<file path="config.mk">
export PLATFORM = sky130hd
export DESIGN_NAME = result_stream_reader
export DESIGN_NICKNAME = d
export VERILOG_FILES = /design/src/rtl/result_stream_reader.sv
export SDC_FILE = /design/constraint.sdc
export NUM_CORES = 1
export LEC_CHECK = 0
export BUFFER_PORTS_ARGS = -buffer_cell sky130_fd_sc_hd__buf_4
export CORE_UTILIZATION = 60
export DETAILED_ROUTE_END_ITERATION = 16
export HOLD_SLACK_MARGIN = 0.15
export PLACE_DENSITY = 0.82
export SYNTH_ARGS = -nofsm -noshare
export SYNTH_HDL_FRONTEND = slang
export SYNTH_SLANG_ARGS = --single-unit
</file>
<file path="constraint.sdc">
create_clock -name clk -period 12.6 [get_ports clk]
set_clock_uncertainty 0.05 [all_clocks]
set_input_delay 0 -clock clk [delete_from_list [all_inputs] [get_ports clk]]
set_output_delay 0 -clock clk [all_outputs]
set_load 0.03 [all_outputs]
</file>
<file path="src/rtl/result_stream_reader.sv">
// result_stream_reader
// Reads a block of rows from the result BRAM and presents them as a
// valid/ready stream, one row per beat. A small output FIFO hides the fixed
// BRAM read latency. A credit check on reads stops the FIFO from overflowing
// when the downstream side stalls.
module result_stream_reader #(
  parameter int PE_COUNT       = 4,
  parameter int DATA_WIDTH     = 32,
  parameter int INS_ADDR_WIDTH = 11,
  parameter int RD_LATENCY     = 2
) (
  input  logic                           clk,
  input  logic                           rst,
  input  logic                           start,
  input  logic [INS_ADDR_WIDTH-1:0]      start_addr,
  input  logic [INS_ADDR_WIDTH:0]        num_rows,
  output logic [INS_ADDR_WIDTH-1:0]      bram_r_r_addr,
  input  logic [PE_COUNT*DATA_WIDTH-1:0] bram_r_r_data,
  output logic [PE_COUNT*DATA_WIDTH-1:0] m_data,
  output logic                           m_valid,
  input  logic                           m_ready,
  output logic                           m_last,
  output logic                           busy,
  output logic                           done
);

  localparam int ROW_W      = PE_COUNT * DATA_WIDTH;
  localparam int FIFO_DEPTH = RD_LATENCY + 2;
  localparam int PTR_W      = $clog2(FIFO_DEPTH);
  localparam int CNT_W      = $clog2(FIFO_DEPTH + 1);
  localparam int LEN_W      = INS_ADDR_WIDTH + 1;

  typedef enum logic [1:0] {
    ST_IDLE,
    ST_RUN,
    ST_FLUSH
  } state_t;

  state_t                    state_reg, state_next;
  logic [INS_ADDR_WIDTH-1:0] addr_reg;
  logic [LEN_W-1:0]          num_rows_reg;
  logic [LEN_W-1:0]          issued_cnt_reg;
  logic [LEN_W-1:0]          beat_cnt_reg;
  logic                      done_reg, done_next;
  logic                      rd_issue_reg;
  logic [RD_LATENCY-1:0]     rd_pipe_reg;

  logic [ROW_W-1:0]          fifo_mem [FIFO_DEPTH];
  logic [PTR_W-1:0]          wr_ptr_reg, rd_ptr_reg;
  logic [CNT_W-1:0]          fifo_count_reg;

  logic                      start_issue, run_issue;
  logic                      push, pop;
  logic [CNT_W-1:0]          inflight;
  logic [CNT_W-1:0]          occupancy;
  logic                      credit_ok;

  // Row arrives from the BRAM when the in-flight pipe tap fires; it leaves on a handshake.
  assign push    = rd_pipe_reg[RD_LATENCY-1];
  assign m_valid = (fifo_count_reg != '0);
  assign pop     = m_valid & m_ready;

  assign bram_r_r_addr = addr_reg;
  assign busy          = (state_reg != ST_IDLE);
  assign done          = done_reg;
  assign m_data        = m_valid ? fifo_mem[rd_ptr_reg] : '0;
  assign m_last        = m_valid && ((beat_cnt_reg + LEN_W'(1)) == num_rows_reg);

  // Count reads issued but not yet written into the FIFO (address stage plus pipe).
  always_comb begin
    inflight = CNT_W'(rd_issue_reg);
    for (int i = 0; i < RD_LATENCY; i++) begin
      inflight = inflight + CNT_W'(rd_pipe_reg[i]);
    end
  end

  // A row popped this cycle frees its slot in time for a read issued now.
  assign occupancy = fifo_count_reg + inflight;
  assign credit_ok = (occupancy - CNT_W'(pop)) < CNT_W'(FIFO_DEPTH);

  // FSM state register.
  always_ff @(posedge clk) begin
    if (rst) begin
      state_reg <= ST_IDLE;
    end else begin
      state_reg <= state_next;
    end
  end

  // Next-state, read-issue and done decisions.
  always_comb begin
    state_next  = state_reg;
    start_issue = 1'b0;
    run_issue   = 1'b0;
    done_next   = 1'b0;
    case (state_reg)
      ST_IDLE: begin
        if (start) begin
          if (num_rows == '0) begin
            done_next = 1'b1;
          end else begin
            start_issue = 1'b1;
            state_next  = ST_RUN;
          end
        end
      end
      ST_RUN: begin
        if (issued_cnt_reg == num_rows_reg) begin
          state_next = ST_FLUSH;
        end else if (credit_ok) begin
          run_issue = 1'b1;
        end
      end
      ST_FLUSH: begin
        if (pop && m_last) begin
          state_next = ST_IDLE;
          done_next  = 1'b1;
        end
      end
      default: state_next = ST_IDLE;
    endcase
  end

  // Transfer bookkeeping: read address, issue/beat counters and the done pulse.
  always_ff @(posedge clk) begin
    if (rst) begin
      addr_reg       <= '0;
      num_rows_reg   <= '0;
      issued_cnt_reg <= '0;
      beat_cnt_reg   <= '0;
      done_reg       <= 1'b0;
      rd_issue_reg   <= 1'b0;
    end else begin
      done_reg     <= done_next;
      rd_issue_reg <= start_issue | run_issue;
      if (start_issue) begin
        addr_reg       <= start_addr;
        num_rows_reg   <= num_rows;
        issued_cnt_reg <= LEN_W'(1);
      end else if (run_issue) begin
        addr_reg       <= addr_reg + INS_ADDR_WIDTH'(1);
        issued_cnt_reg <= issued_cnt_reg + LEN_W'(1);
      end
      if (start_issue) begin
        beat_cnt_reg <= '0;
      end else if (pop) begin
        beat_cnt_reg <= beat_cnt_reg + LEN_W'(1);
      end
    end
  end

  // First in-flight stage follows the address-valid flag.
  always_ff @(posedge clk) begin
    if (rst) begin
      rd_pipe_reg[0] <= 1'b0;
    end else begin
      rd_pipe_reg[0] <= rd_issue_reg;
    end
  end

  genvar gi;
  generate
    for (gi = 1; gi < RD_LATENCY; gi++) begin : g_pipe
      // Remaining in-flight stages shift toward the FIFO write tap.
      always_ff @(posedge clk) begin
        if (rst) begin
          rd_pipe_reg[gi] <= 1'b0;
        end else begin
          rd_pipe_reg[gi] <= rd_pipe_reg[gi-1];
        end
      end
    end
  endgenerate

  // FIFO storage is a small register file so the head row is visible with no extra latency.
  always_ff @(posedge clk) begin
    if (push) begin
      fifo_mem[wr_ptr_reg] <= bram_r_r_data;
    end
  end

  // FIFO pointers and occupancy; push and pop together leave the count unchanged.
  always_ff @(posedge clk) begin
    if (rst) begin
      wr_ptr_reg     <= '0;
      rd_ptr_reg     <= '0;
      fifo_count_reg <= '0;
    end else begin
      if (push) begin
        wr_ptr_reg <= (wr_ptr_reg == PTR_W'(FIFO_DEPTH - 1)) ? '0 : wr_ptr_reg + PTR_W'(1);
      end
      if (pop) begin
        rd_ptr_reg <= (rd_ptr_reg == PTR_W'(FIFO_DEPTH - 1)) ? '0 : rd_ptr_reg + PTR_W'(1);
      end
      case ({push, pop})
        2'b10:   fifo_count_reg <= fifo_count_reg + CNT_W'(1);
        2'b01:   fifo_count_reg <= fifo_count_reg - CNT_W'(1);
        default: fifo_count_reg <= fifo_count_reg;
      endcase
    end
  end

endmodule

</file>
==> results.md <==
* Reg power frac at 0.462
* Sw power at 0.00123 W
* DP HPWL at 27300 um
* Top reg by flops: fifo_mem
* Global-route usage over all layers at 0.301
* Final wirelength at 56500 um
* Clk Latency, worst-skew pair at 0.60 ns
* Routability cong. at 0.814
* Syn_area_per_cell at 18.8 um2
* Sw Share at 0.265
* DR pass1 iterations at 5
* Fin cells at 2334
* Initial antenna violation count at 2
* Worst-path maximum fanout at 38
* Synth top area cells: edfxtp_1 (68%), mux4_2 (13%), dfxtp_1 (5.5%), and2_1 (3.7%), xor2_1 (1.7%)
* H-tree depth at 2
* Max Slew Vio Count at 0
* Worst Tran Pin Value at 1.12 ns
* Post-synth ARST share at 0
* Finish-stage setup viols at 0
* Setup tns final at 0 ns
* ANT nets after route at 0
* Storage element area at 0.0166 mm2
* Clk slew on worst S/H paths at 0.06 ns
* Post-Syn Nets at 1367
* Cell variety after synth at 42
* RSZ-0062 raised after global routing: no
* Final min period at 5.29 ns
* PwrDens at 154 mW/mm2
* Max Cap Violations at 0
* Vias in the first global route at 14.6k
* Via-to-Cell Ratio at 5.84
* Total congestion overflow at 0
* Share of cells above drive strength 1 at 0.279
* Max transition margin at 0.245
* Core box area at 0.0368 mm2
* CTS tree: built
* Ys Warns at 0
* Post-synth top area cell: edfxtp_1
* Fillcell total at 1668
* CP Capture Type: flop
* Hold Crit Class: in2reg
* Int Pwr at 0.00340 W
* Post-CTS setup buffer count at 0
* Final worst path period share at 0.420
* I/O Pins at 298
* Seq/Total Area, Yosys at 0.739
* Hold Fails Final Rpt at 0
* DR DRC count at 0
* Layout area overhead at 33.8%
* Initial Util at 0.611
* Setup crit start kind: flop
* WP data required at 13.10 ns
* Number of flip-flops in the largest register at 512
* Die footprint at 0.0383 mm2
* Footprint of the multi-input gates at 0.00560 mm2
* WL per Instance at 24.2 um
* Critical path class: reg2reg
* Yosys top cell area share at 0.684
* Post-synth EDFFs at 512
* CTS sink cnt at 574
* Die outline height at 196 um
* Netlist area before placement at 0.0225 mm2
* Final #Nets at 1992
* Row count at 70
* Root Driver: clkbuf_16
* Commonest cells post-synth: edfxtp_1 (512), and2_1 (133), mux4_2 (128), dfxtp_1 (62), nand2_1 (52)
* Clock power share at 0.350
* Die X at 196 um
* Most common cell in the netlist: edfxtp_1
* Leakage power at 10.6 nW
* Fmax at 189 MHz
* Outcome: finished, final reports clean
* Seq cells post-synth at 574
* Post-layout util at 0.818
* Cell total after placement at 1912
* Synth Instances at 1198
* Logic pwr share at 0.187
* Iter 0 DRT Violations at 958
* Synth Flop Type: edfxtp_1
* Maximum root-to-sink buffer count at 3
* CTS Buf Count at 54
* Pin count of the biggest net entering global routing at 95
* Worst VDD drop at 138 uV
* DR vias at 13.6k
* First-pass GRT wire length at 85700 um
* PortBufs at 297
* Critical Path AT at 5.79 ns
## per-layer routing
| layer | global-route usage | share of wire |
|---|---|---|
| met5 | 0 | 0 |
| met2 | 0.525 | 0.52 |
| met3 | 0.0677 | 0.080 |
| met4 | 0.104 | 0.031 |
| met1 | 0.372 | 0.37 |
## metrics by stage
step / hold slack (ns) / area [um2] / total power (W) / setup slack, ns
final: 0.168 / 30100 / 0.00463 / 7.31
after floorplan: 0.0489 / 22500 / 0.00265 / 8.57
after CTS: 0.152 / 30100 / 0.00460 / 7.46
after global placement: 0.150 / 25100 / 0.00292 / 8.13
after detailed placement: 0.152 / 25100 / 0.00293 / 7.98
after global routing: 0.153 / 30100 / 0.00475 / 7.01
## repair_timing
item / CTS / global route
endpoints found under the hold margin: 555 / 0
gates resized for setup: 0 / 0
hold buffers: 323 / 0
## cells by family after synthesis
family                     count (synthesis)  synth area share
muxes                                    130             0.129
and+or+nand+nor                          298            0.0715
buffers and inverters                     70            0.0130
xor gates and xnor gates                  66            0.0263
AOI/OAI and AO/OA                         46            0.0130
DFF                                      574             0.739
adders and majority gates                 14           0.00846
## power groups by stage
stage                     registers [W]  logic, W  clock network [W]
after global placement          0.00218  0.000745                  0
after global routing            0.00214  0.000908            0.00170
after detailed placement        0.00218  0.000755                  0
after CTS                       0.00214  0.000846            0.00161
final                           0.00214  0.000866            0.00162
after floorplan                 0.00217  0.000484                  0
## layout by cell type, fill, tap and decap left out, types with 8 or more instances in the layout
cell           instances
nor2_1                48
buf_4                305
nand4_1               16
nand2_1               52
inv_1                 11
clkbuf_16             55
ha_1                  12
and3_1                 9
nor3_1                14
edfxtp_1             512
dlygate4sd3_1        323
and2_1               129
clkbuf_1              14
clkinv_1               8
xor2_1                43
mux4_2               128
dfxtp_1               60
a21oi_1               20
xnor2_1               22
## worst max-delay path, stage by stage (launching register included)
cell           delay [ns]
dfxtp_1              0.36
or3_4                0.57
nand2_1              0.48
inv_1                0.27
ha_1                 0.34
inv_1                0.04
fa_1                 0.36
ha_1                 0.28
a31oi_1              0.19
xnor2_1              0.12
a31oi_1              0.21
and2_1               0.68
nand4_1              0.24
xor2_1               0.20
a211oi_1             0.25
dlygate4sd3_1        0.58
## area by class of cell
cell class | instances | area share
antenna | 2 | 0.000166
clock buffer | 73 | 0.0490
clock inverter | 24 | 0.00819
inverter | 11 | 0.00137
multi-input combinational | 554 | 0.186
sequential | 574 | 0.552
tap | 468 | 0.0195
timing repair buffer | 628 | 0.183
## final timing paths
| path | start | end | slack, ns | depth (start not counted) |
|---|---|---|---|---|
| worst max-delay path | fifo_count_reg[0]$_SDFFE_PP0P_ | bram_r_r_addr[7]$_SDFFE_PP0P_ | 7.31 | 15 |
| worst min-delay path | bram_r_r_data[106] | fifo_mem[3][106]$_DFFE_PP_ | 0.17 | 2 |
| worst min register to register | rd_pipe_reg[0]$_SDFF_PP0_ | push$_SDFF_PP0_ | 0.40 | 2 |
| worst max register to register | fifo_count_reg[0]$_SDFFE_PP0P_ | bram_r_r_addr[7]$_SDFFE_PP0P_ | 7.31 | 15 |
Power figures use the tool's default switching activity.
